File: config.mk
export PLATFORM = sky130hd
export DESIGN_NAME = muldiv_unit
export DESIGN_NICKNAME = d
export VERILOG_FILES = /design/src/rtl/muldiv_pkg.sv /design/src/rtl/muldiv_datapath.sv /design/src/rtl/muldiv_unit.sv
export SDC_FILE = /design/constraint.sdc
export NUM_CORES = 1
export LEC_CHECK = 0
export ABC_AREA = 1
export BUFFER_PORTS_ARGS = -buffer_cell sky130_fd_sc_hd__buf_2
export CORE_MARGIN = 2
export CORE_UTILIZATION = 30
export CTS_BUF_LIST = sky130_fd_sc_hd__clkbuf_16
export CTS_CLUSTER_DIAMETER = 50
export CTS_CLUSTER_SIZE = 25
export DETAILED_ROUTE_END_ITERATION = 16
export REMOVE_ABC_BUFFERS = 1
export SLEW_MARGIN = 20
export SYNTH_ARGS = -nofsm -noshare
export SYNTH_HDL_FRONTEND = slang
export SYNTH_SLANG_ARGS = --single-unit
File: constraint.sdc
create_clock -name clk -period 10.75 [get_ports clk]
set_input_delay 2.15 -clock clk [delete_from_list [all_inputs] [get_ports clk]]
set_output_delay 2.15 -clock clk [all_outputs]
set_load 0.02 [all_outputs]
File: src/rtl/muldiv_pkg.sv
// Shared encodings for the iterative multiply/divide unit. The ID-stage
// decoder imports this package so opcode values stay in one place.
package muldiv_pkg;

   localparam int OP_W = 3;

   typedef enum logic [OP_W-1:0] {
      OP_MULT  = 3'd0,
      OP_MULTU = 3'd1,
      OP_DIV   = 3'd2,
      OP_DIVU  = 3'd3,
      OP_MTHI  = 3'd4,
      OP_MTLO  = 3'd5
   } muldiv_op_e;

   typedef enum logic [1:0] {
      IDLE = 2'd0,
      CALC = 2'd1,
      FIX  = 2'd2
   } state_e;

   // True for the ops that run through the iterative datapath
   function automatic logic is_muldiv(input logic [OP_W-1:0] op);
      return (op == OP_MULT) || (op == OP_MULTU) ||
             (op == OP_DIV)  || (op == OP_DIVU);
   endfunction

endpackage

File: src/rtl/muldiv_datapath.sv
// Accumulator and per-bit step for shift-add multiply / restoring divide,
// plus the sign fix-up that produces the final HI/LO values.
module muldiv_datapath
   import muldiv_pkg::*;
#(
   parameter int WIDTH = 32
) (
   input  logic             clk,
   input  logic             rst,
   input  logic             load,
   input  logic             step,
   input  logic [OP_W-1:0]  op,
   input  logic [WIDTH-1:0] op_a,
   input  logic [WIDTH-1:0] op_b,
   output logic [WIDTH-1:0] res_hi,
   output logic [WIDTH-1:0] res_lo,
   output logic             div0
);

   // Multiply: acc = {partial product, remaining multiplier bits}, opnd = multiplicand.
   // Divide:   acc = {remainder, dividend/quotient bits},          opnd = divisor.
   logic [2*WIDTH-1:0] acc;
   logic [WIDTH-1:0]   opnd;
   logic               is_div;
   logic               sgn_q;
   logic               sgn_r;

   logic               signed_op;
   logic [WIDTH-1:0]   mag_a;
   logic [WIDTH-1:0]   mag_b;

   logic [WIDTH:0]     mul_sum;
   logic [2*WIDTH-1:0] mul_next;
   logic               div_ok;
   logic [WIDTH-1:0]   div_rem;
   logic [2*WIDTH-1:0] div_next;

   logic [2*WIDTH-1:0] prod;
   logic [WIDTH-1:0]   q_mag;
   logic [WIDTH-1:0]   r_mag;
   logic [WIDTH-1:0]   quot;
   logic [WIDTH-1:0]   rem;

   // Operand magnitudes at issue; unsigned ops pass straight through
   always_comb begin
      signed_op = (op == OP_MULT) || (op == OP_DIV);
      mag_a     = (signed_op && op_a[WIDTH-1]) ? -op_a : op_a;
      mag_b     = (signed_op && op_b[WIDTH-1]) ? -op_b : op_b;
   end

   // One iteration of each algorithm; the FSM picks which one is latched
   always_comb begin
      mul_sum  = {1'b0, acc[2*WIDTH-1:WIDTH]} + (acc[0] ? {1'b0, opnd} : '0);
      mul_next = {mul_sum, acc[WIDTH-1:1]};
      // Shifted remainder is WIDTH+1 bits; when it is >= divisor the
      // difference is below the divisor, so its low WIDTH bits are exact.
      div_ok   = acc[2*WIDTH-1:WIDTH-1] >= {1'b0, opnd};
      div_rem  = acc[2*WIDTH-2:WIDTH-1] - opnd;
      div_next = {(div_ok ? div_rem : acc[2*WIDTH-2:WIDTH-1]), acc[WIDTH-2:0], div_ok};
   end

   // Sign fix-up. With a zero divisor the quotient is forced to all ones;
   // the remainder already equals |a| and re-signing it restores op_a.
   always_comb begin
      prod   = sgn_q ? -acc : acc;
      q_mag  = acc[WIDTH-1:0];
      r_mag  = acc[2*WIDTH-1:WIDTH];
      quot   = sgn_q ? -q_mag : q_mag;
      rem    = sgn_r ? -r_mag : r_mag;
      res_hi = is_div ? rem : prod[2*WIDTH-1:WIDTH];
      res_lo = is_div ? (div0 ? '1 : quot) : prod[WIDTH-1:0];
   end

   // Operand capture on issue, then one step per CALC cycle
   always_ff @(posedge clk or posedge rst) begin
      if (rst) begin
         acc    <= '0;
         opnd   <= '0;
         is_div <= 1'b0;
         sgn_q  <= 1'b0;
         sgn_r  <= 1'b0;
         div0   <= 1'b0;
      end else if (load) begin
         is_div <= (op == OP_DIV) || (op == OP_DIVU);
         sgn_q  <= signed_op & (op_a[WIDTH-1] ^ op_b[WIDTH-1]);
         sgn_r  <= signed_op & op_a[WIDTH-1];
         div0   <= (op == OP_DIV || op == OP_DIVU) && (op_b == '0);
         if (op == OP_DIV || op == OP_DIVU) begin
            acc  <= {{WIDTH{1'b0}}, mag_a};
            opnd <= mag_b;
         end else begin
            acc  <= {{WIDTH{1'b0}}, mag_b};
            opnd <= mag_a;
         end
      end else if (step) begin
         acc <= is_div ? div_next : mul_next;
      end
   end

endmodule

File: src/rtl/muldiv_unit.sv
// Iterative multiply/divide unit with architectural HI/LO registers.
// Control FSM and iteration counter live here; arithmetic is in the datapath.
module muldiv_unit
   import muldiv_pkg::*;
#(
   parameter int WIDTH = 32,
   parameter int CNT_W = $clog2(WIDTH)
) (
   input  logic             clk,
   input  logic             rst,
   input  logic             start,
   input  logic [2:0]       op,
   input  logic [WIDTH-1:0] op_a,
   input  logic [WIDTH-1:0] op_b,
   input  logic             flush,
   output logic             busy,
   output logic             done,
   output logic             div0,
   output logic [WIDTH-1:0] hi,
   output logic [WIDTH-1:0] lo
);

   state_e           state;
   logic [CNT_W-1:0] cnt;
   logic             load;
   logic             step;
   logic [WIDTH-1:0] res_hi;
   logic [WIDTH-1:0] res_lo;
   logic             dp_div0;

   // Datapath strobes; a flush in the same cycle wins over a new issue
   always_comb begin
      load = (state == IDLE) && start && !flush && is_muldiv(op);
      step = (state == CALC) && !flush;
   end

   assign busy = (state != IDLE);

   muldiv_datapath #(.WIDTH(WIDTH)) u_dp (
      .clk    (clk),
      .rst    (rst),
      .load   (load),
      .step   (step),
      .op     (op),
      .op_a   (op_a),
      .op_b   (op_b),
      .res_hi (res_hi),
      .res_lo (res_lo),
      .div0   (dp_div0)
   );

   // Control FSM: issue, WIDTH iterations, fix-up and HI/LO write-back
   always_ff @(posedge clk or posedge rst) begin
      if (rst) begin
         state <= IDLE;
         cnt   <= '0;
         hi    <= '0;
         lo    <= '0;
         done  <= 1'b0;
         div0  <= 1'b0;
      end else begin
         done <= 1'b0;
         div0 <= 1'b0;
         if (flush) begin
            state <= IDLE;
         end else begin
            case (state)
               IDLE: if (start) begin
                  case (muldiv_op_e'(op))
                     OP_MULT, OP_MULTU, OP_DIV, OP_DIVU: begin
                        cnt   <= '0;
                        state <= CALC;
                     end
                     OP_MTHI: hi <= op_a;
                     OP_MTLO: lo <= op_a;
                     default: ;
                  endcase
               end
               CALC: begin
                  cnt <= cnt + 1'b1;
                  if (cnt == CNT_W'(WIDTH-1)) state <= FIX;
               end
               FIX: begin
                  hi    <= res_hi;
                  lo    <= res_lo;
                  done  <= 1'b1;
                  div0  <= dp_div0;
                  state <= IDLE;
               end
               default: state <= IDLE;
            endcase
         end
      end
   end

endmodule

# Yosys cells after proc, flatten, opt, wreduce, memory -nomap -nowiden
# Cells that the tools add are included.
dict set report op_classes {
  n_addsub 8
  mux 33
  order_cmp 1
  reduce_logical 25
  mul 0
  eq_ne 15
  div 0
  n_bitwise 4
  shift 0
}
# cell n
set op_table {}
lappend op_table {{2-to-1 mux 32 bit} 15}
lappend op_table {{2-to-1 mux 64 bit} 4}
lappend op_table {{negation 32 bit} 4}
lappend op_table {{case mux 32 bit (2 select lines)} 2}
lappend op_table {{negation 64 bit} 1}
lappend op_table {{adder 32 x 33 -> 33 bit} 1}
lappend op_table {{>= comparator 33 x 32 -> 1 bit} 1}
lappend op_table {{logical NOT 32 bit} 1}
lappend op_table {{subtractor 32 bit} 1}
lappend op_table {{AND reduction 4 bit} 3}
lappend op_table {{2-to-1 mux 5 bit} 2}
lappend op_table {{case mux 5 bit (2 select lines)} 1}
lappend op_table {{2-to-1 mux 2 bit} 4}
lappend op_table {{nonzero test 2 bit} 4}
lappend op_table {{logical AND 1 bit} 7}
lappend op_table {{equality test 3 x 2 -> 1 bit (second input constant)} 2}
lappend op_table {{equality test 3 bit (second input constant)} 2}
lappend op_table {{inequality test 2 x 1 -> 1 bit (second input constant)} 3}
lappend op_table {{inequality test 3 x 2 -> 1 bit (second input constant)} 2}
lappend op_table {{adder 5 x 1 -> 5 bit (second input constant)} 1}
lappend op_table {{equality test 5 bit (second input constant)} 1}
lappend op_table {{logical OR 1 bit} 5}
lappend op_table {{2-to-1 mux 1 bit} 4}
lappend op_table {{case mux 2 bit (2 select lines)} 1}
lappend op_table {{other kinds (13)} 14}
dict set report word_totals {
  input_bits 71
  latch_bits 0
  register_bits 173
  rom_bits 0
  out_inout_bits 67
  ram_bits 0
  memories 0
}

# Logic depth before layout (Yosys ltp)
dict set report depth {
  depth_word 6
  mapped_depth 22
}

# Cells and area by module
# A second synthesis with hierarchy kept.
dict set report hier_totals {
  cells_unflattened 3281
  hier_area_um2 18794.3
}
# mod area_each_um2 cells_per_inst instances
set by_module_without_submodules {}
lappend by_module_without_submodules {muldiv_datapath 15139.5 2766 1}
lappend by_module_without_submodules {muldiv_unit 3654.8 515 1}

# Worst setup path after synthesis
# Ideal clock, no wire load.
dict set report synth_path {
  kind {input to register}
  startpoint {input port op_a[1]}
  endpoint {register u_dp.acc[24]}
  setup_time_ps 113
  required_time_ps 10637
  path_slack_ps 7141
  path_stages 13
  arrival_ps 3496
  cell_sequence {inv_1 -> ha_1 -> nand4_1 -> nor2_1 -> nand3_1 -> nand2_1 -> nand2_1 -> o21ai_0 -> nand2_1 -> nand2_1 -> nand3_1 -> nand2_1 -> inv_1}
}
dict set report synth_via {
  elab_chain_len 4
}
# element line_no
set synth_lines {}
lappend synth_lines {{start, declared} muldiv_unit.sv:13} ;# input logic [WIDTH-1:0] op_a,
lappend synth_lines {{negation 32 bit} muldiv_datapath.sv:47} ;# mag_a = (signed_op && op_a[WIDTH-1]) ? -op_a : op_a;
lappend synth_lines {{2-to-1 mux 32 bit} muldiv_datapath.sv:47}
lappend synth_lines {{2-to-1 mux 32 bit} muldiv_datapath.sv:88} ;# if (op == OP_DIV || op == OP_DIVU) begin
lappend synth_lines {{2-to-1 mux 64 bit} muldiv_datapath.sv:83} ;# end else if (load) begin
lappend synth_lines {{end signal, assigned} muldiv_datapath.sv:89} ;# acc <= {{WIDTH{1'b0}}, mag_a};
lappend synth_lines {{end signal, assigned} muldiv_datapath.sv:92} ;# acc <= {{WIDTH{1'b0}}, mag_b};
lappend synth_lines {{end signal, assigned} muldiv_datapath.sv:96} ;# acc <= is_div ? div_next : mul_next;
lappend synth_lines {{end, declared} muldiv_datapath.sv:22} ;# logic [2*WIDTH-1:0] acc;
# No other way between the ends.
# A chain may end at the register's enable or synchronous reset.

# Worst setup path in the final report
dict set report layout_path {
  startpoint {input port op[2]}
  endpoint {register u_dp.acc[9]}
}
dict set report layout_via {
  elab_chain_len 6
  elab_cells_between_ends 17
  cone_classes {eq/ne: 3; mux: 4; reduce/logical: 10}
}
# element line_no
set layout_lines {}
lappend layout_lines {{start, declared} muldiv_unit.sv:12} ;# input logic [2:0] op,
lappend layout_lines {{equality test 3 x 2 -> 1 bit (tied with other cells)} {muldiv_pkg.sv:25, muldiv_datapath.sv:46, muldiv_datapath.sv:88}}
lappend layout_lines {{logical OR 1 bit (on tied branches)} {muldiv_datapath.sv:46, muldiv_pkg.sv:24}}
lappend layout_lines {{logical AND 1 bit (tied with other cells)} muldiv_datapath.sv:48} ;# mag_b = (signed_op && op_b[WIDTH-1]) ? -op_b : op_b;
lappend layout_lines {{2-to-1 mux 32 bit (tied with other cells)} muldiv_datapath.sv:48}
lappend layout_lines {{2-to-1 mux 32 bit / logical AND 1 bit (equally long branches)} {muldiv_datapath.sv:88, muldiv_unit.sv:33}}
lappend layout_lines {{2-to-1 mux 64 bit / nonzero test 2 bit (equally long branches)} --}
# Parallel ways exist; a longest one is shown, timed or not.

==> reports/qor.yml <==
yosys:
  synth_area_per_cell_um2: 5.768
  synthTopCellsByCount: "nand2_1 (978), inv_1 (447), nor2_1 (410)"
  yosysMostFrequentCell: "nand2_1"
  synth.largest_area_cell: "dfrtp_1"
  synth_flop_cell: "dfrtp_1"
  yosysWarnings: 0
  synth_top_area_share: 0.2395
  syn-cell-area_um2: 18080
  synth-edff-count: 0
  yosys.cell_types.count: 51
  synth_cells: 3134
  synth.area.top_cells: "dfrtp_1 (24%), nand2_1 (20%), inv_1 (9.3%), nor2_1 (8.5%), nand3_1 (7.6%)"
  async_reset_ff_frac: 1.000
  yosysSeqAreaShare: 0.2395
  synth_seq_cells: 173
timing:
  post-route-period-util: 0.4063
  final_hold_viol_count: 0
  rsz0062_at_grt: "false"
  fmax_mhz: 228.9
  whs_ps: 481.6
  clock_skew_ps: 16.02
  tightest_slew_ps: 1119
  tns_ps: 0
  relSlewSlack: 0.2493
  min_period_ps: 4368
  setup_viol: 0
  finalMaxSlewViolations: 0
placement:
  gp_congestion: 1.020
  dp.cells: 3967
  hpwl_um: 64840
  port_buffers: 137
layout:
  syn_to_final_growth_pct: 11.37
  ff_latch_area_um2: 4330
  final_layout_size_suffix_gt1_frac: 0.07874
  nFillCells: 6693
  final_core_utilization: 0.3398
  antennaDiodeCount: 0
  final_cells: 3999
  final_nets: 3356
  multiInputGateArea_um2: 11630
clock_network:
  clk_path_buf_depth: 2
  cts_root_buffer: "clkbuf_16"
  cts.sinks: 173
  numCtsBuffers: 17
  cts_hold_buf: 0
  postCtsResizedCells: 0
  clock_latency_ps: 480
  clk_pin_slew_worst_paths_ps: 80
  htree_levels: 4
  postCtsSetupBuffers: 0
  tritoncts: "yes"
critical_path:
  startpoint_type: "input pin"
  setup.worst_path.end_class: "register"
  rr_worst_depth: 19
  rrSetupSlack_ps: 7020
  critPathLaunch: "op[2]"
  r2r-end: "u_dp.acc[59]"
  r2r-start: "u_dp.acc[0]"
  cp.required_ps: 11170
  setup.worst_path.end: "u_dp.acc[9]"
  worstSetupPathType: "input pin to register"
  critPathMaxFanout: 29
  crit_arrival_ps: 4790
routing:
  avgViaCountPerCell: 5.380
  wl_per_cell_um: 20.68
  drtPass1Iterations: 7
  routed-via-count: 21513
  drt.antenna.violating_nets: 0
  drc: 0
  drtIter0Drc: 2634
  routed_wl_um: 82690
hold_path:
  hold_class: "register to register"
floorplanning:
  start_util: 0.3051
  core_area_um2: 59240
  num_io_pins: 138
  dieArea_um2: 62240
  die_y_um: 249.5
  die_w_um: 249.5
  rows: 89
power:
  p_per_area_nw_per_um2: 247.5
  vdd_drop_max_uv: 128.5
  leakagePower_nw: 10.37
grt:
  grt_max_degree: 109
  overflow: 0
  grt_pass1_wl_um: 124000
  antenna_found_initial: 0
  grt_pass1_vias: 19838
  grtUsageTotal: 0.2609
flow_run:
  maxCapViolations: 0
run_status:
  status: "finished clean"
-- kinds of logic (layout without fill, tap and decap cells) --
| family | Yosys count | count (layout) | share of synthesized area |
|---|---|---|---|
| simple gates | 1812 | 1812 | 0.4183 |
| buf+inv | 558 | 650 | 0.1195 |
| compound gates | 454 | 454 | 0.1405 |
| flops | 173 | 173 | 0.2395 |
| fa+ha+maj | 72 | 72 | 0.05066 |
| xor+xnor | 65 | 65 | 0.03149 |
-- worst max-delay path, stage by stage --
cell and delay (ps):
buf_2 120, nor2_1 570, inv_1 180, nor2_2 110, buf_4 340, inv_1 380, nor2_1 230, xor2_1 370
nand2_1 90, nand3_1 90, o21ai_0 80, inv_1 60
-- routing by layer --
layer	up-vias	part of all wire	track usage
met1	9979	0.44	0.3624
li1	10179	-	-
met4	0	0.044	0.1028
met5	-	0	0
met3	187	0.099	0.05194
met2	1168	0.42	0.3956
-- through the flow --
stage               worst slack [ps]  power [mW]  area (um^2)
floorplan                       3912       3.155        17640
global placement                6169       4.190        19510
detailed placement              6097       4.180        19510
CTS                             6558       4.897        20130
global route                    6340       5.360        20130
finish                          6382       4.983        20130
-- flip-flops by register name, summed over array words and instances, names as in the netlist, 2 cells and up --
name / count
u_dp.acc: 64
state: 2
cnt: 5
lo: 32
hi: 32
u_dp.opnd: 32
-- cell type report --
type,count,area share
clock inverter,15,0.01007
tap,773,0.04804
timing repair buffer,158,0.04189
sequential,173,0.2151
clock buffer,17,0.02113
multi-input combinational,2403,0.5776
inverter,460,0.08620
-- power breakdown --
| part | leakage, nW | switching, mW | internal [mW] |
|---|---|---|---|
| Combinational | 7.98 | 2.17 | 0.940 |
| Sequential | 2.08 | 0.321 | 0.843 |
| Clock | 0.305 | 0.331 | 0.376 |
| Total | 10.4 | 2.82 | 2.16 |
-- worst min-delay path by stage --
stage,from,endpoint,slack (ps),cells past startpoint
2_1_floorplan,cnt[4],cnt[4],460,2
3_3_place_gp,lo[20],lo[20],460,2
3_5_place_dp,lo[20],lo[20],470,2
4_1_cts,lo[20],lo[20],490,2
5_1_grt,lo[23],lo[23],510,2
6_report,lo[26],lo[26],480,2
-- placed cells by master (no fill, tap or decap), types with 9 or more instances in the layout --
master,n
nand2_1,978
inv_1,446
nor2_1,403
nand3_1,276
a21oi_1,173
dfrtp_1,172
o21ai_0,163
buf_2,137
ha_1,70
xor2_1,57
nand4_1,50
o211ai_1,38
nor3_1,34
buf_4,21
a31oi_1,20
nand3b_1,18
clkbuf_16,17
nand2_2,13
nor2_2,12
inv_2,10
o31ai_1,9
o21ai_1,9
Note: power is estimated with default switching activity, not from simulation.
